<file path="src/rtl/score_display.sv">
//------------------------------------------------------------------------------
// +----------------------------------------------------------------------------+
// | Module   : score_display                                                   |
// | Purpose  : Latches one of NUM_CH source channels on request and drives     |
// |            NUM_DIGITS active-low seven-segment digits in hex or decimal.   |
// |            Decimal uses an iterative double-dabble, one shift per cycle.   |
// | Revision : 1.0  initial release                                            |
// +----------------------------------------------------------------------------+
// | Ports                                                                      |
// |   i_clk       rising-edge system clock                                     |
// |   i_rst_n     asynchronous active-low reset                                |
// |   i_ch_data   packed sources, channel i at [i*DATA_WIDTH +: DATA_WIDTH]    |
// |   i_ch_sel    source channel index (out of range selects channel 0)        |
// |   i_mode_dec  1 = decimal, 0 = hex (sampled at conversion start)           |
// |   i_update    single-cycle refresh request                                 |
// |   o_seg       active-low segments, digit d at [7*d +: 7], bit0=a..bit6=g   |
// |   o_busy      conversion in progress                                       |
// |   o_done      one-cycle pulse when o_seg is updated                        |
// |   o_overflow  displayed value does not fit NUM_DIGITS digits               |
// +----------------------------------------------------------------------------+
// | Build option                                                               |
// |   SCORE_DISPLAY_LZB_EN  blank leading zero digits (digit 0 always shown,   |
// |                         not applied while overflow is shown)               |
// +----------------------------------------------------------------------------+
//------------------------------------------------------------------------------
`default_nettype none

module score_display #(
  parameter int NUM_DIGITS = 6,
  parameter int DATA_WIDTH = 32,
  parameter int NUM_CH     = 4,
  localparam int CSW       = (NUM_CH > 1) ? $clog2(NUM_CH) : 1
) (
  input  logic                         i_clk,
  input  logic                         i_rst_n,
  input  logic [NUM_CH*DATA_WIDTH-1:0] i_ch_data,
  input  logic [CSW-1:0]               i_ch_sel,
  input  logic                         i_mode_dec,
  input  logic                         i_update,
  output logic [7*NUM_DIGITS-1:0]      o_seg,
  output logic                         o_busy,
  output logic                         o_done,
  output logic                         o_overflow
);

  localparam int BCD_W = 4 * NUM_DIGITS;
  localparam int EXT_W = (DATA_WIDTH > BCD_W) ? DATA_WIDTH : BCD_W;
  localparam int CNT_W = $clog2(DATA_WIDTH + 1);

  localparam logic [6:0] c_BLANK = 7'b1111111;
  localparam logic [6:0] c_DASH  = 7'b0111111;

  typedef enum logic [1:0] {
    IDLE    = 2'd0,
    CONVERT = 2'd1,
    COMMIT  = 2'd2
  } state_t;

  state_t                  r_state;
  logic [DATA_WIDTH-1:0]   r_value;    // latched source; doubles as shift register in decimal mode
  logic                    r_mode;
  logic [BCD_W-1:0]        r_bcd;
  logic                    r_bcd_ovf;  // sticky carry out of the top BCD digit
  logic [CNT_W-1:0]        r_cnt;
  logic                    r_pending;
  logic                    r_busy;
  logic                    r_done;
  logic                    r_ovf;
  logic [7*NUM_DIGITS-1:0] r_seg;

  logic [DATA_WIDTH-1:0]   w_sel_data;
  logic [BCD_W-1:0]        w_bcd_adj;
  logic [BCD_W-1:0]        w_bcd_next;
  logic                    w_bcd_carry;
  logic [EXT_W-1:0]        w_value_ext;
  logic                    w_hex_ovf;
  logic                    w_ovf_new;
  logic [7*NUM_DIGITS-1:0] w_seg_new;
  logic [3:0]              w_nib;
  logic                    w_start;
`ifdef SCORE_DISPLAY_LZB_EN
  logic                    w_seen;
`endif

  function automatic logic [6:0] f_glyph(input logic [3:0] nib);
    case (nib)
      4'h0: f_glyph = 7'b1000000;
      4'h1: f_glyph = 7'b1111001;
      4'h2: f_glyph = 7'b0100100;
      4'h3: f_glyph = 7'b0110000;
      4'h4: f_glyph = 7'b0011001;
      4'h5: f_glyph = 7'b0010010;
      4'h6: f_glyph = 7'b0000010;
      4'h7: f_glyph = 7'b1111000;
      4'h8: f_glyph = 7'b0000000;
      4'h9: f_glyph = 7'b0010000;
      4'hA: f_glyph = 7'b0001000;
      4'hB: f_glyph = 7'b0000011;
      4'hC: f_glyph = 7'b1000110;
      4'hD: f_glyph = 7'b0100001;
      4'hE: f_glyph = 7'b0000110;
      default: f_glyph = 7'b0001110;
    endcase
  endfunction

  // Source mux; any index without a matching channel falls back to channel 0.
  always_comb begin
    w_sel_data = i_ch_data[0 +: DATA_WIDTH];
    for (int i = 1; i < NUM_CH; i++) begin
      if (i_ch_sel == CSW'(i)) begin
        w_sel_data = i_ch_data[i*DATA_WIDTH +: DATA_WIDTH];
      end
    end
  end

  // Double-dabble step: add 3 to every digit >= 5, then shift the next source bit in.
  always_comb begin
    w_bcd_adj = r_bcd;
    for (int d = 0; d < NUM_DIGITS; d++) begin
      if (r_bcd[4*d +: 4] >= 4'd5) begin
        w_bcd_adj[4*d +: 4] = r_bcd[4*d +: 4] + 4'd3;
      end
    end
  end

  assign w_bcd_next  = {w_bcd_adj[BCD_W-2:0], r_value[DATA_WIDTH-1]};
  // A set MSB after adjustment means doubling crosses 10^NUM_DIGITS.
  assign w_bcd_carry = w_bcd_adj[BCD_W-1];

  assign w_value_ext = EXT_W'(r_value);
  assign w_hex_ovf   = |(w_value_ext >> BCD_W);

  // Glyph generation for the commit cycle, scanning from the top digit down so
  // leading-zero blanking can track whether a nonzero digit has been seen.
  always_comb begin
    w_ovf_new = r_mode ? r_bcd_ovf : w_hex_ovf;
    w_seg_new = '1;
    w_nib     = 4'd0;
`ifdef SCORE_DISPLAY_LZB_EN
    w_seen    = 1'b0;
`endif
    for (int d = NUM_DIGITS - 1; d >= 0; d--) begin
      w_nib = r_mode ? r_bcd[4*d +: 4] : w_value_ext[4*d +: 4];
`ifdef SCORE_DISPLAY_LZB_EN
      w_seen = w_seen | (w_nib != 4'd0) | (d == 0);
      if (w_ovf_new) begin
        w_seg_new[7*d +: 7] = c_DASH;
      end else if (!w_seen) begin
        w_seg_new[7*d +: 7] = c_BLANK;
      end else begin
        w_seg_new[7*d +: 7] = f_glyph(w_nib);
      end
`else
      if (w_ovf_new) begin
        w_seg_new[7*d +: 7] = c_DASH;
      end else begin
        w_seg_new[7*d +: 7] = f_glyph(w_nib);
      end
`endif
    end
  end

  // A new conversion starts from IDLE on a request, or straight out of COMMIT
  // when a request is pending or arrives during COMMIT itself.
  assign w_start = ((r_state == IDLE) && i_update) ||
                   ((r_state == COMMIT) && (r_pending || i_update));

  always_ff @(posedge i_clk or negedge i_rst_n) begin
    if (!i_rst_n) begin
      r_state   <= IDLE;
      r_value   <= '0;
      r_mode    <= 1'b0;
      r_bcd     <= '0;
      r_bcd_ovf <= 1'b0;
      r_cnt     <= '0;
      r_pending <= 1'b0;
      r_busy    <= 1'b0;
      r_done    <= 1'b0;
      r_ovf     <= 1'b0;
      r_seg     <= '1;
    end else begin
      r_done <= 1'b0;
      case (r_state)
        IDLE: begin
          r_busy <= 1'b0;
        end
        CONVERT: begin
          if (i_update) begin
            r_pending <= 1'b1;
          end
          r_bcd     <= w_bcd_next;
          r_bcd_ovf <= r_bcd_ovf | w_bcd_carry;
          r_value   <= r_value << 1;
          r_cnt     <= r_cnt + 1'b1;
          if (r_cnt == CNT_W'(DATA_WIDTH - 1)) begin
            r_state <= COMMIT;
          end
        end
        COMMIT: begin
          r_seg     <= w_seg_new;
          r_ovf     <= w_ovf_new;
          r_done    <= 1'b1;
          r_pending <= 1'b0;
          r_busy    <= 1'b0;
          r_state   <= IDLE;
        end
        default: begin
          r_state <= IDLE;
          r_busy  <= 1'b0;
        end
      endcase

      if (w_start) begin
        r_value   <= w_sel_data;
        r_mode    <= i_mode_dec;
        r_bcd     <= '0;
        r_bcd_ovf <= 1'b0;
        r_cnt     <= '0;
        r_busy    <= 1'b1;
        r_state   <= i_mode_dec ? CONVERT : COMMIT;
      end
    end
  end

  assign o_seg      = r_seg;
  assign o_busy     = r_busy;
  assign o_done     = r_done;
  assign o_overflow = r_ovf;

endmodule

`default_nettype wire

</file>
<file path="config.mk">
export PLATFORM = sky130hd
export DESIGN_NAME = score_display
export DESIGN_NICKNAME = d
export VERILOG_FILES = /design/src/rtl/score_display.sv
export SDC_FILE = /design/constraint.sdc
export NUM_CORES = 1
export LEC_CHECK = 0
export CORE_MARGIN = 5
export CORE_UTILIZATION = 25
export DETAILED_ROUTE_END_ITERATION = 16
export GPL_TIMING_DRIVEN = 0
export PLACE_DENSITY = 0.58
export SETUP_SLACK_MARGIN = 0.2
export SLEW_MARGIN = 10
export SYNTH_ARGS = -nofsm -noshare
export SYNTH_HDL_FRONTEND = slang
export SYNTH_SLANG_ARGS = --single-unit
</file>
<file path="constraint.sdc">
create_clock -name i_clk -period 2.38 [get_ports i_clk]
set_input_delay 0.476 -clock i_clk [delete_from_list [all_inputs] [get_ports i_clk]]
set_output_delay 0.476 -clock i_clk [all_outputs]
set_load 0.1 [all_outputs]
</file>
; Word level (Yosys, flattened, before mapping)
; Memory sizes are Yosys's and may differ from the RTL's.
; Index checks and enable logic that the tools add are counted.
[totals]
output_inout_bits = 45
ff_bits = 112
n_memories = 6
romBits = 672
[classes]
reduce_logical = 10
add_sub_neg = 7
n_eq_ne = 10
mux = 39
n_bitwise = 1
n_lt_le_gt_ge = 6
[memory_table]
columns = name, words, width, rd, rd_clocked_by_memory_dff, wr, line
row1 = (no name shown), 16, 7, 1, 0, 0, 86  ; case (nib)
row2 = (no name shown), 16, 7, 1, 0, 0, 86
row3 = (no name shown), 16, 7, 1, 0, 0, 86
row4 = (no name shown), 16, 7, 1, 0, 0, 86
row5 = (no name shown), 16, 7, 1, 0, 0, 86
row6 = (no name shown), 16, 7, 1, 0, 0, 86
[ops]
columns = op, n
row1 = 32-bit two-way mux, 5
row2 = 24-bit two-way mux, 2
row3 = 4-bit two-way mux, 12
row4 = 7-bit two-way mux, 6
row5 = 4-bit by 2-bit adder with 4-bit output (second input constant), 6
row6 = 4-bit by 3-bit greater-or-equal comparator with 1-bit output (second input constant), 6
row7 = 6-bit two-way mux, 2
row8 = 8-bit OR reduction, 1
row9 = 1-bit two-way mux, 7
row10 = 6-bit by 1-bit adder with 6-bit output (second input constant), 1
row11 = 2-bit == test (second input constant), 3
row12 = 6-bit by 5-bit == test with 1-bit output (second input constant), 1
row13 = 2-bit two-way mux, 3
row14 = 2-bit != test (second input constant), 3
row15 = 2-bit by 1-bit == test with 1-bit output (second input constant), 2
row16 = 2-bit case mux with 2 select lines, 1
row17 = 2-bit AND reduction, 2
row18 = 2-bit nonzero test, 2
row19 = 3-bit != test (second input constant), 1
row20 = 1-bit logical AND, 2
row21 = 2-bit zero test, 1
row22 = 1-bit logical OR, 2
row23 = 1-bit case mux with 2 select lines, 1
row24 = 1-bit OR, 1

; Depth between registers and ports, before layout
; Gate-level depths: netlist of the first run.
[logic_depth]
word_depth = 5
depth_mapped = 10

; Worst setup path after synthesis of the first run
; Ideal clock, no wire load.
[synth_timing]
path_kind = register -> register
startpoint = register r_mode
endpoint = register r_seg[10] (netlist: o_seg[10])
arrival_time_ns = 2.130
setup_slack_ns = 0.170
path_stages_with_launch = 9
required_ns = 2.300
path_cell_list = dfrtp_1 -> buf_6 -> buf_6 -> buf_6 -> mux2i_1 -> inv_1 -> ha_1 -> mux4_2 -> o22a_1
[synth_via]
elab_chain_len = 3
elab_cells_between_ends = 4
cone_classes = mux (3) / memory (1)
[synth_rtl]
columns = element, line
row1 = from (decl), 61  ; logic r_mode;
row2 = from (signal assigned), 215  ; r_mode <= i_mode_dec;
row3 = 4-bit two-way mux, 143  ; w_nib = r_mode ? r_bcd[4*d +: 4] : w_value_ext[4*d +: 4];
row4 = memory 16 x 7 bit, -
row5 = 7-bit two-way mux (*), 154  ; if (w_ovf_new) begin
row6 = to (signal assigned), 200  ; r_seg <= w_seg_new;
row7 = to (decl), 69  ; logic [7*NUM_DIGITS-1:0] r_seg;
; Every way passes the cells marked *; elsewhere a longest branch is shown, timed or not.
; A chain may end at the register's enable or synchronous reset.

; Worst setup path after layout of the first run
[layout_timing]
startpoint = register r_mode
endpoint = register r_seg[3] (netlist: o_seg[3])
; Same word-level chain as after synthesis.

==> metrics, run 1 <==
Max Slew Vio Count=0; CP startpoint kind=flop; Worst Slack Setup Final=0.142 ns; CP Data Arrival Time=approximately 2.5 ns; RSZ-0062 raised after global routing=true; area of the multi-input gates=approximately 4500 um^2; Clock H-tree levels=3; DRC violations left=0; Setup CP Type=flop to flop; Sum Neg Setup Slack=0 ns; placed cell areas=between 9000 and 10000 um^2; first-pass GRT wire length=about 37 mm; number of flops mapped to enable cells by yosys=0; Power Total=around 15 mW; clk buf depth=2; slew margin rel.=around 30%; largest net degree at the start of global routing=between 70 and 80; fin crit share=between 90% and 100%; ANT cells=0; Post-Syn Nets=approximately 930; Max Cap Viol=0; Yosys reg bits=112; Top FF cell, synth=dfrtp_1; pre-CTS WS=-0.319 ns; worst path required time=~2.7 ns; worst slew pin tran=1.03 ns; Pint=around 7.2 mW; vias per cell=~4.8; post-route antenna net violation count=0; yosys warns=0; Net Sw Frac=between 50% and 60%; total CTS buffers=9; most frequent CP cell=buf_12; CP Capture Type=flop; Die Y=about 180 um; vias in the first global route=between 6000 and 7000; Critical Path Slowest Stage Cell=mux4_2; Initial Util=~25%; worst-path maximum fanout=7; clock root cell=clkbuf_16; fin nets=approximately 1100; Worst VDD drop=slightly above 0.4 mV; P_leak=between 4 and 5 nW; crit-path cells=buf_6, buf_12, buf_12, buf_16, mux2i_4, buf_4, ha_4, inv_1, mux4_2, o22a_1; Mean Syn Cell Area=just over 10 um^2; drt wl/cell=around 17 um; post-synth top area cell=dfrtp_1; io pins=between 150 and 200; min-delay worst type=primary input to asynchronous set/reset pin; WHS=~0.025 ns; share of post-route cells with drive strength above 1=about 24%; placed instance count=about 1300; final setup fails=0; CTS Sinks=~110; run status=completed; most common cell in the netlist=nand2_1; Total GRT Usage=13.4%; core area=29800 um^2; Finished Layout Cells=about 1400; Yosys cell types=42; synth cell count leaders=nand2_1, dfrtp_1, mux2i_1, ha_1, nor2_1; Sw Pwr=7.51 mW; Mapped Area=about 7600 um^2; CP bufs+invs=6; final worst path period need=2.24 ns; combinational share of power=65.5%; DR pass1 iterations=5; DP Wirelength=about 18 mm; Seq/Total Area, Yosys=a little under two fifths; share of the synthesized area in the top cell type=between 20% and 30%; storage element area=roughly 2900 um^2; synthesized instance count=742; cell family with most CP delay=buffers and inverters; Fmax=0.447 GHz; worst skew pair latency=roughly 0.35 ns; asr flop ratio synth=100%; port bufs=roughly 180; vias=around 6500; slowest stage delay, CP=about 0.46 ns; clock group share of total power=a little over a tenth; Die W=~180 um; endpoints failing hold=0; Layout area overhead=42.0%; drt initial violations=between 300 and 400; Worst Clk Skew=roughly 0.011 ns; initial antenna violation count=0; clock transition at the registers of the reported paths=0.07 ns; Final Instance Area=approximately 11000 um^2; final-layout fill cell count=approximately 3000; Reg power frac=approximately a quarter; final WL=~23 mm; Core Util, Final=about 36%; GP Congestion=0.774; die area=around 34000 um^2; GRT overflow=0; Power Density=between 1000 and 1500 nW/um^2; top cells by area, synth=dfrtp_1, dfstp_2, mux4_2, ha_1, mux2i_1; row cnt=63; CTS tree=built
-- flip-flops by register name, summed over array words and instances (netlist names) --
register    count
o_busy          1
o_done          1
o_overflow      1
o_seg          42
r_bcd          24
r_bcd_ovf       1
r_cnt           6
r_mode          1
r_pending       1
r_state         2
r_value        32
-- power by group through the flow --
| stage | sequential, mW | clock [mW] | combinational [mW] |
|---|---|---|---|
| after global placement | 3.48 | 0 | 8.74 |
| after floorplan | 5.77 | 0 | 4.21 |
| after detailed placement | 3.50 | 0 | 8.84 |
| after global routing | 3.61 | 1.70 | 10.4 |
| after CTS | 3.52 | 1.62 | 9.33 |
| final | 3.51 | 1.57 | 9.64 |
-- metal layers --
layer	vias to the layer above	wire [um]	GRT usage (%)
met2	203	10600	21.0
met4	0	227	3.25
met1	3143	10800	19.3
li1	3140	-	-
met3	15	1340	2.33
met5	-	0	0
-- timing repair --
item	CTS	global route
resized for setup	172	13
setup endpoints to repair	86	22
setup buffers	14	18
pin swaps	1	8
hold buffers	0	0
-- logic make-up after synthesis --
group / synth area share, %
AOI/OAI and AO/OA: 14.7
and+or+nand+nor: 11.2
xor gates and xnor gates: 3.12
DFF: 37.6
adders and majority gates: 8.08
buffers and inverters: 5.79
muxes: 19.5
-- area by class of cell --
class                      count  share of cell area [%]
tap                          390                    4.53
sequential                   112                    26.5
clock buffer                  13                    2.43
timing repair buffer         210                    19.7
multi-input combinational    534                    42.1
buffer                        56                    2.95
clock inverter                 3                   0.372
inverter                      40                    1.39
-- cell usage in the layout, fill, tap and decap left out, drive strengths merged, types with 7 or more instances in the layout --
master / count
o22ai: 9
dfrtp: 70
a21oi: 32
mux4: 38
xnor2: 18
buf: 61
a31oi: 18
nand2b: 11
nand2: 97
nor2: 45
xor2: 9
or3: 9
o31ai: 8
clkbuf: 42
mux2: 10
nor3: 10
o21ai: 18
clkdlybuf4s15: 42
dfstp: 42
clkdlybuf4s50: 131
mux2i: 51
inv: 40
nand3: 12
o2bb2ai: 7
ha: 49
a22oi: 40
-- worst reg2reg max path, stage by stage (launching register included) --
cell,delay (ns)
dfrtp_1,0.37
buf_6,0.13
buf_12,0.12
buf_12,0.12
buf_16,0.15
mux2i_4,0.22
buf_4,0.16
ha_4,0.24
inv_1,0.04
mux4_2,0.46
o22a_1,0.17
-- worst paths after layout --
check / from / slack (ns) / depth (start not counted) / to
worst min-delay path: i_rst_n / 0.02 / 1 / r_value[8]$_DFFE_PN0P_
max in group asynchronous: i_rst_n / 1.62 / 2 / o_seg[41]$_DFFE_PN1P_
worst max-delay path: r_mode$_DFFE_PN0N_ / 0.14 / 10 / o_seg[3]$_DFFE_PN1P_
worst max register to register: r_mode$_DFFE_PN0N_ / 0.14 / 10 / o_seg[3]$_DFFE_PN1P_
min in group i_clk: o_seg[6]$_DFFE_PN1P_ / 0.49 / 2 / o_seg[6]$_DFFE_PN1P_
worst min register to register: o_seg[6]$_DFFE_PN1P_ / 0.49 / 2 / o_seg[6]$_DFFE_PN1P_
(Power assumes the default switching activity.)
==> run 2, diff against run 1 <==
--- a/config.mk
+++ b/config.mk
@@ -10,7 +10,7 @@
 export DETAILED_ROUTE_END_ITERATION = 16
 export GPL_TIMING_DRIVEN = 0
 export PLACE_DENSITY = 0.58
-export SETUP_SLACK_MARGIN = 0.2
+export SETUP_SLACK_MARGIN = 0.4
 export SLEW_MARGIN = 10
 export SYNTH_ARGS = -nofsm -noshare
 export SYNTH_HDL_FRONTEND = slang
==> run 2 against run 1 <==
Effect of this change:
- global-route usage is 0.39 points higher
- critical path depth down 2
- wire length increased by 1.7%
- critical endpoint is now o_seg[17]$_DFFE_PN1P_
- fmax increased by 7.4%
==> metrics, run 2 (synthesized netlist as in run 1, its figures left out) <==
run status=completed; clock transition at the registers of the reported paths=0.08 ns (about the same); worst reg2reg startpoint=r_mode$_DFFE_PN0N_; post-route antenna net violation count=0 (unchanged); clock root cell=clkbuf_16; fin crit share=87.6% (-6.4 points); CP Data Arrival Time=2.37 ns (-0.14 ns); first-pass GRT wire length=37.5 mm (+2.4%); Total GRT Usage=13.8% (+0.39 points); r2r worst-path depth=8 (-2); slowest stage delay, CP=0.45 ns (about the same); commonest non-fill, non-tap cell in the layout=clkdlybuf4s50_1; DRC violations left=0 (unchanged); DP Wirelength=18.0 mm (+2.2%); clock group share of total power=11.6% (+0.9 points); final worst path period need=2.08 ns (-0.153 ns); pre-CTS WS=-0.312 ns (+0.00643 ns); Critical R2R Capture=o_seg[17]$_DFFE_PN1P_; M1 WL=11.3 mm (+4.8%); combinational share of power=64.9% (-0.6 points); drt wl/cell=17.1 um (+1.4%); vias=6508 (+0.11%); final WL=23.3 mm (+1.7%); GP Congestion=0.788 (+1.7%); Core Util, Final=36.6% (+0.42 points); min-delay worst type=primary input to asynchronous set/reset pin; CP bufs+invs=4 (-2); die area=33900 um^2 (unchanged); DR pass1 iterations=4 (-1); Sum Neg Setup Slack=0 ns (unchanged); Die Y=184 um (unchanged); Worst VDD drop=0.416 mV (+1.3%); worst skew pair latency=0.35 ns (about the same); Setup CP Type=flop to flop; Finished Layout Cells=1362 (+0.29%); placed instance count=1310 (unchanged); reg2reg setup slack=0.30 ns (+0.15 ns); worst path required time=2.67 ns (about the same); Reg power frac=23.5% (-0.3 points); CTS tree=built; io pins=179 (unchanged); port bufs=177 (unchanged); CP startpoint kind=flop; Worst Clk Skew=0.00786 ns (-0.00291 ns); clk buf depth=2 (unchanged); Clock H-tree levels=3 (unchanged); Max Cap Viol=0 (unchanged); largest net degree at the start of global routing=61 (-19%); Fmax=0.480 GHz (+7.4%); share of post-route cells with drive strength above 1=27.8% (+3.6 points); slew margin rel.=56.1% (+26 points); vias per cell=4.78 (-0.19%); CTS Sinks=112 (unchanged); met2 wire length=10.6 mm (about the same); worst slew pin tran=0.654 ns (-0.376 ns); ANT cells=0 (unchanged); max FFs per register=42 (unchanged); GRT overflow=0 (unchanged); hold buffers post-CTS=0 (unchanged); Initial Util=25.5% (unchanged); RSZ-0062 raised after global routing=true; Net Sw Frac=50.3% (-0.66 points); row cnt=63 (unchanged); fin nets=1150 (+0.35%); endpoints failing hold=0 (unchanged); Sw Pwr=7.59 mW (+1.1%); Detail Route met3 WL=1.10 mm (-18%); drt initial violations=369 (+8.8%); Max Slew Vio Count=0 (unchanged); top layer in use=met4; cell family with most CP delay=multiplexers; crit-path cells=buf_8, buf_12, buf_16, mux2i_4, inv_2, ha_2, mux4_2, o22a_1; Die W=184 um (unchanged); Pint=7.50 mW (+3.9%); Layout area overhead=43.6%; Power Density=1380 nW/um^2 (+1.3%); total CTS buffers=9 (unchanged); vias in the first global route=6753 (+1.5%); CP Capture Type=flop; Critical Path Slowest Stage Cell=mux4_2; most frequent cells in the layout=clkdlybuf4s50_1, nand2_1, dfrtp_1, nor2_1, clkdlybuf4s15_2; Worst Slack Setup Final=0.296 ns (+0.153 ns); core area=29800 um^2 (unchanged); worst-path maximum fanout=7 (unchanged); initial antenna violation count=0 (unchanged); P_leak=4.46 nW (+0.79%); final setup fails=0 (unchanged)
==> run 2: cell count changes in the layout (fill, tap and decap cells not counted), sizes merged <==
cell	change
clkbuf	+2
clkinv	+1
bufinv	+2
dlygate4sd2	-3
clkdlybuf4s18	+1
clkdlybuf4s15	+2
buf	-1
==> run 2: worst max-delay path by stage <==
stage / startpoint / end / slack (ns) / depth (start not counted)
after detailed placement: i_update / r_bcd[1]$_DFFE_PN0P_ / -0.31 / 6
final: r_mode$_DFFE_PN0N_ / o_seg[17]$_DFFE_PN1P_ / 0.30 / 8
after CTS: r_mode$_DFFE_PN0N_ / o_seg[3]$_DFFE_PN1P_ / 0.30 / 8
after global placement: i_rst_n / o_done$_DFF_PN0_ / -3.67 / 1
after floorplan: r_mode$_DFFE_PN0N_ / o_seg[10]$_DFFE_PN1P_ / 0.38 / 8
after global routing: r_mode$_DFFE_PN0N_ / o_seg[20]$_DFFE_PN1P_ / 0.22 / 11
==> run 2: per-stage QoR <==
step / instance area [um^2] / power [mW] / hold WS [ns]
floorplan: 7760 / 10.3 / 0.180
global placement: 10000 / 12.5 / 0.473
detailed placement: 10000 / 12.7 / 0.469
CTS: 10800 / 14.9 / 0.0905
global route: 10900 / 16.1 / 0.123
finish: 10900 / 15.1 / 0.0745
==> run 2: area by class of cell <==
cell class              count  area [um^2]
fillers                  2984        18900
multi-input cells         534         4560
flip-flops and latches    112         2860
repair buffers            214         2160
well taps                 390          488
plain buffers              56          357
clock buffers              10          229
inverters                  40          150
clock inverters             6          108
==> run 2: per-layer routing <==
| metal | vias to the layer above | global-route usage, % |
|---|---|---|
| li1 | 3154 | - |
| met1 | 3143 | 19.7 |
| met2 | 192 | 21.6 |
| met3 | 19 | 2.47 |
| met4 | 0 | 3.61 |
| met5 | - | 0 |
==> run 2: worst reg2reg max path: cells and delay by family (launching register included) <==
kind / cells / cell delay, ns
AO/OA/AOI/OAI: 1 / 0.17
adder cells (fa/ha/maj): 1 / 0.20
buffers and inverters: 4 / 0.49
flip-flops: 1 / 0.36
multiplexers: 2 / 0.80
==> run 2: power by group through the flow <==
stage / Clock [mW] / Sequential, mW / Combinational [mW]
6_report: 1.75 / 3.54 / 9.80
4_1_cts: 1.79 / 3.54 / 9.61
2_1_floorplan: 0 / 5.83 / 4.47
3_5_place_dp: 0 / 3.57 / 9.13
5_1_grt: 1.85 / 3.65 / 10.6
3_3_place_gp: 0 / 3.54 / 9.01
==> run 2: timing repair <==
item	CTS	global route
setup buffers	31	5
gates cloned	0	0
endpoints found under the setup margin	111	82
pin swaps	2	19
gates resized for setup	157	43
